===== src/rtl/iram_axi_arb.sv =====
// iram_axi_arb
//   Two-master AXI4-Lite arbiter in front of the instruction RAM's port b.
//   Master 0 is the core load/store path and master 1 is the debug/program
//   loader. An accepted transaction owns the slave until its response
//   handshake completes. Masters are served round-robin. Within one master,
//   a write is served before a read.
//
// Ports
//   clk, rst               clock, synchronous active-high reset
//   mN_aw*/w*/b*/ar*/r*    AXI4-Lite slave-facing channels of master N (N = 0, 1)
//   s_aw*/w*/b*/ar*/r*     AXI4-Lite master-facing channels toward the iram
//   gnt_o                  one-hot current owner, 00 when idle
//   busy_o                 a transaction is in flight
module iram_axi_arb #(
  parameter int AW = 32,
  parameter int DW = 32
) (
  input  logic            clk,
  input  logic            rst,
  // master 0
  input  logic [AW-1:0]   m0_awaddr,
  input  logic [2:0]      m0_awprot,
  input  logic            m0_awvalid,
  output logic            m0_awready,
  input  logic [DW-1:0]   m0_wdata,
  input  logic [DW/8-1:0] m0_wstrb,
  input  logic            m0_wvalid,
  output logic            m0_wready,
  output logic [1:0]      m0_bresp,
  output logic            m0_bvalid,
  input  logic            m0_bready,
  input  logic [AW-1:0]   m0_araddr,
  input  logic [2:0]      m0_arprot,
  input  logic            m0_arvalid,
  output logic            m0_arready,
  output logic [DW-1:0]   m0_rdata,
  output logic [1:0]      m0_rresp,
  output logic            m0_rvalid,
  input  logic            m0_rready,
  // master 1
  input  logic [AW-1:0]   m1_awaddr,
  input  logic [2:0]      m1_awprot,
  input  logic            m1_awvalid,
  output logic            m1_awready,
  input  logic [DW-1:0]   m1_wdata,
  input  logic [DW/8-1:0] m1_wstrb,
  input  logic            m1_wvalid,
  output logic            m1_wready,
  output logic [1:0]      m1_bresp,
  output logic            m1_bvalid,
  input  logic            m1_bready,
  input  logic [AW-1:0]   m1_araddr,
  input  logic [2:0]      m1_arprot,
  input  logic            m1_arvalid,
  output logic            m1_arready,
  output logic [DW-1:0]   m1_rdata,
  output logic [1:0]      m1_rresp,
  output logic            m1_rvalid,
  input  logic            m1_rready,
  // iram slave
  output logic [AW-1:0]   s_awaddr,
  output logic [2:0]      s_awprot,
  output logic            s_awvalid,
  input  logic            s_awready,
  output logic [DW-1:0]   s_wdata,
  output logic [DW/8-1:0] s_wstrb,
  output logic            s_wvalid,
  input  logic            s_wready,
  input  logic [1:0]      s_bresp,
  input  logic            s_bvalid,
  output logic            s_bready,
  output logic [AW-1:0]   s_araddr,
  output logic [2:0]      s_arprot,
  output logic            s_arvalid,
  input  logic            s_arready,
  input  logic [DW-1:0]   s_rdata,
  input  logic [1:0]      s_rresp,
  input  logic            s_rvalid,
  output logic            s_rready,
  // status
  output logic [1:0]      gnt_o,
  output logic            busy_o
);

  typedef enum logic [2:0] {
    IDLE  = 3'd0,
    WADDR = 3'd1,
    WRESP = 3'd2,
    RADDR = 3'd3,
    RRESP = 3'd4
  } state_t;

  state_t     state_r;
  logic       owner_r;     // 0 = master 0, 1 = master 1
  logic       last_gnt_r;  // master granted most recently
  logic [1:0] gnt_r;
  logic       busy_r;

  logic wreq0_s, wreq1_s, req0_s, req1_s;
  logic win_s, win_wreq_s;
  logic in_waddr_s, in_wresp_s, in_raddr_s, in_rresp_s;

  assign wreq0_s = m0_awvalid & m0_wvalid;
  assign wreq1_s = m1_awvalid & m1_wvalid;
  assign req0_s  = wreq0_s | m0_arvalid;
  assign req1_s  = wreq1_s | m1_arvalid;

  // Round-robin winner: on a tie the master that was not granted last wins
  always_comb begin
    win_s = 1'b0;
    if (req0_s & req1_s) begin
      win_s = ~last_gnt_r;
    end else if (req1_s) begin
      win_s = 1'b1;
    end else begin
      win_s = 1'b0;
    end
    win_wreq_s = win_s ? wreq1_s : wreq0_s;
  end

  // Transaction sequencer: grant, address phase, response phase, back to IDLE
  always_ff @(posedge clk) begin
    if (rst) begin
      state_r    <= IDLE;
      owner_r    <= 1'b0;
      last_gnt_r <= 1'b1;
      gnt_r      <= 2'b00;
      busy_r     <= 1'b0;
    end else begin
      case (state_r)
        IDLE: begin
          if (req0_s | req1_s) begin
            owner_r    <= win_s;
            last_gnt_r <= win_s;
            gnt_r      <= win_s ? 2'b10 : 2'b01;
            busy_r     <= 1'b1;
            state_r    <= win_wreq_s ? WADDR : RADDR;
          end
        end
        // Address and data must be taken together; the owner keeps both valid
        WADDR: if (s_awready & s_wready) state_r <= WRESP;
        WRESP: begin
          if (s_bvalid & s_bready) begin
            state_r <= IDLE;
            gnt_r   <= 2'b00;
            busy_r  <= 1'b0;
          end
        end
        RADDR: if (s_arready) state_r <= RRESP;
        RRESP: begin
          if (s_rvalid & s_rready) begin
            state_r <= IDLE;
            gnt_r   <= 2'b00;
            busy_r  <= 1'b0;
          end
        end
        default: begin
          state_r <= IDLE;
          gnt_r   <= 2'b00;
          busy_r  <= 1'b0;
        end
      endcase
    end
  end

  assign in_waddr_s = (state_r == WADDR);
  assign in_wresp_s = (state_r == WRESP);
  assign in_raddr_s = (state_r == RADDR);
  assign in_rresp_s = (state_r == RRESP);

  // Payload toward the slave follows the registered owner only
  assign s_awaddr  = owner_r ? m1_awaddr : m0_awaddr;
  assign s_awprot  = owner_r ? m1_awprot : m0_awprot;
  assign s_wdata   = owner_r ? m1_wdata  : m0_wdata;
  assign s_wstrb   = owner_r ? m1_wstrb  : m0_wstrb;
  assign s_araddr  = owner_r ? m1_araddr : m0_araddr;
  assign s_arprot  = owner_r ? m1_arprot : m0_arprot;
  assign s_awvalid = in_waddr_s;
  assign s_wvalid  = in_waddr_s;
  assign s_arvalid = in_raddr_s;
  assign s_bready  = in_wresp_s & (owner_r ? m1_bready : m0_bready);
  assign s_rready  = in_rresp_s & (owner_r ? m1_rready : m0_rready);

  // Handshake returns are gated to the owner; response payload is broadcast
  assign m0_awready = in_waddr_s & ~owner_r & s_awready;
  assign m0_wready  = in_waddr_s & ~owner_r & s_wready;
  assign m0_bvalid  = in_wresp_s & ~owner_r & s_bvalid;
  assign m0_arready = in_raddr_s & ~owner_r & s_arready;
  assign m0_rvalid  = in_rresp_s & ~owner_r & s_rvalid;
  assign m1_awready = in_waddr_s &  owner_r & s_awready;
  assign m1_wready  = in_waddr_s &  owner_r & s_wready;
  assign m1_bvalid  = in_wresp_s &  owner_r & s_bvalid;
  assign m1_arready = in_raddr_s &  owner_r & s_arready;
  assign m1_rvalid  = in_rresp_s &  owner_r & s_rvalid;

  assign m0_bresp = s_bresp;
  assign m1_bresp = s_bresp;
  assign m0_rdata = s_rdata;
  assign m1_rdata = s_rdata;
  assign m0_rresp = s_rresp;
  assign m1_rresp = s_rresp;

  assign gnt_o  = gnt_r;
  assign busy_o = busy_r;

endmodule


===== config.mk =====
export PLATFORM = sky130hd
export DESIGN_NAME = iram_axi_arb
export DESIGN_NICKNAME = d
export VERILOG_FILES = /design/src/rtl/iram_axi_arb.sv
export SDC_FILE = /design/constraint.sdc
export NUM_CORES = 1
export LEC_CHECK = 0
export BUFFER_PORTS_ARGS = -buffer_cell sky130_fd_sc_hd__buf_2
export CAP_MARGIN = 10
export CORE_AREA = 2 2 181 183
export CTS_CLUSTER_DIAMETER = 80
export DETAILED_ROUTE_END_ITERATION = 8
export DIE_AREA = 0 0 183 185
export GPL_ROUTABILITY_DRIVEN = 0
export GPL_TIMING_DRIVEN = 0
export PLACE_DENSITY = 0.31
export SLEW_MARGIN = 20
export SYNTH_ARGS = -nofsm -noshare
export SYNTH_HDL_FRONTEND = slang
export SYNTH_SLANG_ARGS = --single-unit

===== constraint.sdc =====
create_clock -name clk -period 1.76 [get_ports clk]
set_input_delay 0.352 -clock clk [delete_from_list [all_inputs] [get_ports clk]]
set_output_delay 0.352 -clock clk [all_outputs]
set_load 0.01 [all_outputs]

==> impl_metrics.py, run 1 <==
metrics = {
    "setup_path": {
        "startpoint_type": "flip-flop",
        "worst_ep_arrival_time_ns": 1.46,
        "cp.required_ns": 1.41,
        "critical_path.max_fanout": 8,
        "setup.worst_path.class": "flip-flop to output pin",
        "end_kind": "output pin",
    },
    "layout": {
        "drive_gt1_share_pct": 93.1,
        "syn2layout_area_growth_pct": 174,
        "nNetsFinal": 979,
        "fin_cells": 1120,
        "insertedDiodeCount": 0,
        "design_area_sq_um": 6500,
    },
    "cts": {
        "clk_pin_slew_ns": 0.04,
        "clock-sinks": 8,
        "clk_path_buf_depth": 2,
        "cts_tree": "yes",
        "postCtsHoldBufs": 0,
        "htree_levels": 1,
        "clock-root-buffer": "clkbuf_16",
        "cts_buffers": 3,
        "clk_latency_ns": 0.24,
    },
    "flow_run": {
        "max-cap-violations": 0,
    },
    "sta": {
        "tightest_slew_ns": 0.463,
        "hold_violations": 0,
        "rsz0062_at_grt": "true",
        "setup_viol": 41,
        "final.setup_skew_ns": 0.00163,
        "whs_ns": 0.476,
        "finalMaxSlewViolations": 0,
        "fmax_mhz": 551,
        "setup_slack_ns": -0.0549,
        "min_period_ns": 1.81,
        "relSlewSlack_pct": 69.1,
        "fin_crit_sh_pct": 103,
    },
    "route": {
        "via_count": 3688,
        "routed_wl_um": 19700,
        "wl_met3_um": 1320,
        "drt-wirelength-per-cell_um": 17.5,
        "drt_first_pass_iters": 4,
        "drt_iter0_markers": 62,
        "wl_met2_um": 9850,
        "vias_per_cell": 3.29,
        "drc_errors": 0,
        "antenna_left": 0,
        "top_layer_used": "met4",
        "wl_met1_um": 8180,
    },
    "die": {
        "die_w_um": 183,
        "initial_core_util_pct": 7.40,
        "die_height_um": 185,
        "coreArea_sq_um": 32000,
        "std_cell_rows": 66,
        "die-area_sq_um": 33900,
        "ios": 461,
    },
    "yosys": {
        "synth_top_area_share_pct": 50.3,
        "netlist_instances": 268,
        "yosys.cell_types.count": 31,
        "syn_nets": 533,
        "synth_top_cell_by_area": "mux2_2",
        "avgSynthCellArea_sq_um": 8.85,
        "synth_seq_cells": 8,
        "ys_warn_count": 0,
        "ys_seq_area_share_pct": 6.75,
        "yosys-top-cells-area": "mux2_2, buf_4, dfxtp_1",
        "netlist_area_sq_um": 2370,
    },
    "placement": {
        "post-place-ws_ns": -0.760,
        "numPortBuffers": 424,
        "dpl.cell_count": 1100,
        "hpwl_um": 16700,
        "dpl_cell_area_sq_um": 5000,
    },
    "global_route": {
        "overflow": 0,
        "grt.total_usage_pct": 9.88,
        "grt_pass1_vias": 3407,
        "grt_pass1_wl_um": 24300,
        "grt_max_degree": 11,
        "antenna_found_initial": 1,
    },
    "power": {
        "power_leakage_nw": 3.42,
        "finalPower_mw": 4.83,
        "powerDensity_nw_per_um2": 742,
        "peakVddDrop_mv": 0.342,
    },
    "status": {
        "status": "finished, violations left",
        "violations": "negative setup slack",
    },
    "hold_path": {
        "hold_class": "input pin to flip-flop",
    },
}
==> flip-flops by register name, indices dropped and copies added, names as in the netlist <==
| register | count |
|---|---|
| busy_o | 1 |
| gnt_o | 2 |
| last_gnt_r | 1 |
| owner_r | 1 |
| state_r | 3 |
==> layer usage <==
| layer | vias up | GRT usage (%) |
|---|---|---|
| met4 | 0 | 1.06 |
| met5 | - | 0 |
| met2 | 231 | 18.5 |
| li1 | 1766 | - |
| met1 | 1670 | 12.3 |
| met3 | 21 | 1.44 |
==> cell families (layout without fill, tap and decap cells) <==
| family | Yosys count | after routing | synth area share, % |
|---|---|---|---|
| simple gates | 40 | 40 | 8.97 |
| buf+inv | 92 | 536 | 26.8 |
| mux | 109 | 109 | 52.0 |
| compound gates | 19 | 19 | 5.49 |
| flops | 8 | 8 | 6.75 |
==> worst paths after layout <==
path                                start           to  slack (ns)  cells after the start
worst max-delay path              owner_r  s_wdata[17]       -0.05                      4
worst min-delay path            s_arready   state_r[2]        0.48                      3
worst max register to register    owner_r     gnt_o[0]       -0.02                      6
worst min register to register     busy_o       busy_o        0.49                      2
==> cell type report <==
cell class	count	area [sq um]
multi-input combinational	168	1980
sequential	8	169
buffer	88	832
fill	3637	25500
inverter	2	11.3
tap	408	510
timing repair buffer	443	2920
clock buffer	3	75.1
==> report_power, final <==
part	internal [mW]	leakage (nW)	switching [mW]
sequential	0.248	0.0678	0.0799
clock	0.294	0.0370	0.0974
combinational	2.39	3.31	1.72
total	2.93	3.42	1.89
==> critical path: stages, from the launching register on <==
cell and delay, ns:
dfxtp_4 0.39, clkbuf_16 0.21, clkbuf_16 0.17, mux2_4 0.31, buf_6 0.13
==> repair_timing <==
item	in CTS	in global routing
pin swaps	4	5
buffers inserted	9	4
cloned	4	4
resized for setup	188	100
setup endpoints to repair	122	120
==> stage by stage <==
stage | setup TNS [ns] | util (%)
4_1_cts | -11.51 | 18.9
6_report | -1.09 | 20.3
3_3_place_gp | -52.21 | 15.6
2_1_floorplan | 0 | -
3_5_place_dp | -52.70 | 15.6
5_1_grt | -4.47 | 20.3
==> synth_stat cells <==
library cell and instances:
a31oi_1 1, and3_1 3, inv_1 2, buf_2 7
nor3b_1 1, mux2_2 106, o32ai_1 1, clkbuf_1 9
buf_6 1, o211ai_1 1, nand3_1 2, nand2_1 9
buf_4 73, nand3b_1 1, o22ai_1 2, nor3_1 2
or3_1 1, nor2b_4 1, nor4_1 3, o311a_4 1
and2_1 1, nor2_1 8, o31a_1 1, nand2b_1 5
dfxtp_1 8, mux2_4 2, mux2i_1 1, a21o_1 2
o21ai_1 1, a21oi_1 9, nor2b_1 3
==> layout by cell type (no fill, tap or decap), types with 2 or more instances in the layout <==
master | Yosys | layout
a21oi_1 | 9 | 9
clkbuf_16 | 0 | 11
buf_16 | 0 | 2
buf_8 | 0 | 2
buf_6 | 1 | 89
nor4_4 | 0 | 2
nor3_1 | 2 | 2
nand2_2 | 0 | 2
nor2_2 | 0 | 2
dfxtp_4 | 0 | 2
dfxtp_1 | 8 | 5
buf_2 | 7 | 342
buf_4 | 73 | 79
nor2b_1 | 3 | 2
nand2b_1 | 5 | 4
o22ai_2 | 0 | 2
buf_12 | 0 | 8
mux2_2 | 106 | 25
and3_4 | 0 | 2
nand2_1 | 9 | 7
nor2_1 | 8 | 5
mux2_4 | 2 | 83
a21o_1 | 2 | 2
Note: power is estimated with default switching activity, not from simulation.
==> run 2: changes to the inputs <==
PLACE_DENSITY = not set   (was 0.31)
PLACE_DENSITY_LB_ADDON = 0.05   (was not set)
==> run 2 against run 1 <==
  * Highest routed layer unchanged
  * Via count down 0.30%
  * The run still ends with negative setup slack left
  * First-iteration DRC count increased by 9.7%
  * Sequential share of layout area rose by 0.074 points
  * Routed wire length shrank 6.5%
==> impl_metrics.py, run 2 (synthesis results as in run 1) <==
metrics = {
    "status": {
        "status": "finished, violations left",
        "violations": "negative setup slack",
    },
    "cts": {
        "htree_levels": 1,
        "cts_tree": "yes",
        "clock-root-buffer": "clkbuf_16",
        "clk_pin_slew_ns": 0.04,
        "cts_buffers": 3,
        "clock-sinks": 8,
        "postCtsHoldBufs": 0,
        "clk_path_buf_depth": 2,
        "clk_latency_ns": 0.23,
    },
    "power": {
        "power_leakage_nw": 3.25,
        "p_clk_share_pct": 8.9,
        "sequentialPowerShare_pct": 7.2,
        "p_int_mw": 2.72,
        "p_sw_share_pct": 38.7,
        "power.switching_mw": 1.72,
        "combPwrFrac_pct": 83.9,
        "powerDensity_nw_per_um2": 718,
        "finalPower_mw": 4.44,
        "peakVddDrop_mv": 0.332,
    },
    "setup_path": {
        "startpoint_type": "flip-flop",
        "critical_path.max_fanout": 6,
        "reg2reg_slack_ns": -0.11,
        "reg2reg_to": "gnt_o[0]",
        "slowest_stage": "dfxtp_2",
        "cp_slowest_stage_delay_ns": 0.31,
        "cpMostUsedCell": "buf_12",
        "reg2reg_from": "owner_r",
        "crit_chain": "buf_8 > buf_12 > buf_12 > clkbuf_16 > mux2_4 > buf_6",
        "worst_ep_arrival_time_ns": 1.54,
        "rr_worst_depth": 7,
        "setup.worst_path.class": "flip-flop to output pin",
        "end_kind": "output pin",
        "cp.required_ns": 1.41,
    },
    "sta": {
        "tightest_slew_ns": 0.513,
        "final.setup_skew_ns": 0.00198,
        "fmax_mhz": 529,
        "rsz0062_at_grt": "true",
        "relSlewSlack_pct": 65.8,
        "min_period_ns": 1.89,
        "setup_slack_ns": -0.129,
        "setup_viol": 99,
        "fin_crit_sh_pct": 107,
        "whs_ns": 0.436,
        "finalMaxSlewViolations": 0,
        "hold_violations": 0,
    },
    "die": {
        "die_w_um": 183,
        "ios": 461,
        "std_cell_rows": 66,
        "initial_core_util_pct": 7.40,
        "coreArea_sq_um": 32000,
        "die_height_um": 185,
        "die-area_sq_um": 33900,
    },
    "hold_path": {
        "min_to": "state_r[2]",
        "holdPathStages": 3,
        "min-delay-start": "s_arready",
        "hold_class": "input pin to flip-flop",
    },
    "route": {
        "drc_errors": 0,
        "drt_first_pass_iters": 4,
        "via_count": 3677,
        "drt-wirelength-per-cell_um": 16.5,
        "drt_iter0_markers": 68,
        "routed_wl_um": 18400,
        "antenna_left": 0,
        "vias_per_cell": 3.29,
    },
    "layout": {
        "drive_gt1_share_pct": 92.5,
        "largest_reg_flops": 3,
        "utilization_pct": 19.3,
        "final_common_cell": "buf_2",
        "syn2layout_area_growth_pct": 161,
        "insertedDiodeCount": 0,
        "nNetsFinal": 975,
        "final_cell_mix": "buf_2, buf_4, buf_6",
        "top_register": "state_r",
    },
    "global_route": {
        "grt_pass1_vias": 3611,
        "grt_pass1_wl_um": 23300,
        "grt_max_degree": 11,
        "grt.total_usage_pct": 9.25,
        "antenna_found_initial": 1,
        "overflow": 0,
    },
    "placement": {
        "numPortBuffers": 424,
        "hpwl_um": 16100,
    },
    "flow_run": {
        "max-cap-violations": 0,
    },
}
[run 2: cell count changes in the layout (fill, tap and decap cells not counted), sizes merged]
cell and change:
clkbuf -2, buf -2
[run 2: critical path, delay by kind of cell (launching register included)]
kind / cells / cell delay [ns]
DFF: 1 / 0.31
muxes: 1 / 0.31
buffers and inverters: 5 / 0.67
[run 2: power by group through the flow]
stage | Sequential (mW) | Combinational (mW) | Clock (mW)
detailed placement | 0.278 | 2.71 | 0
global route | 0.333 | 3.99 | 0.413
CTS | 0.318 | 3.57 | 0.405
floorplan | 0.279 | 1.52 | 0
finish | 0.320 | 3.72 | 0.396
global placement | 0.280 | 2.71 | 0
[run 2: cell type report]
cell class	instances	area, sq um
Clock buffer	3	75.1
Fill cell	3637	25900
Tap cell	408	510
Inverter	2	11.3
Buffer	88	821
Multi-Input combinational cell	168	1870
Sequential cell	8	165
Timing Repair Buffer	439	2740
[run 2: worst max-delay path by stage]
stage                  from  slack [ns]  cells past startpoint      endpoint
floorplan           owner_r        0.12                      4   s_araddr[0]
CTS                 owner_r       -0.16                      6   s_wdata[16]
global route        owner_r       -0.16                      6   s_awaddr[2]
finish              owner_r       -0.13                      6  s_awaddr[16]
detailed placement  owner_r       -0.67                      5     m1_bvalid
global placement    owner_r       -0.68                      5     m1_bvalid
[run 2: stage by stage]
step	cells	setup WS [ns]	TNS, ns	instance area [sq um]
floorplan	268	0.119	0	2370
detailed placement	1100	-0.674	-45.13	5000
CTS	1114	-0.161	-12.08	5950
global placement	1100	-0.682	-43.15	5000
global route	1116	-0.164	-13.05	6180
finish	1116	-0.129	-6.98	6180
[run 2: repair_timing]
item                       4_1_cts  5_1_grt
cloned                           3        3
pin swaps                        2        1
resized for setup              158       66
setup buffers                    9        2
setup endpoints to repair      124      120
[run 2: layer usage]
layer / vias to the layer above / GRT usage [%] / routed length [um]
met1: 1700 / 10.8 / 7060
met3: 6 / 0.826 / 999
met5: - / 0 / 0
li1: 1760 / - / -
met4: 0 / 0.960 / 74
met2: 211 / 18.7 / 10200
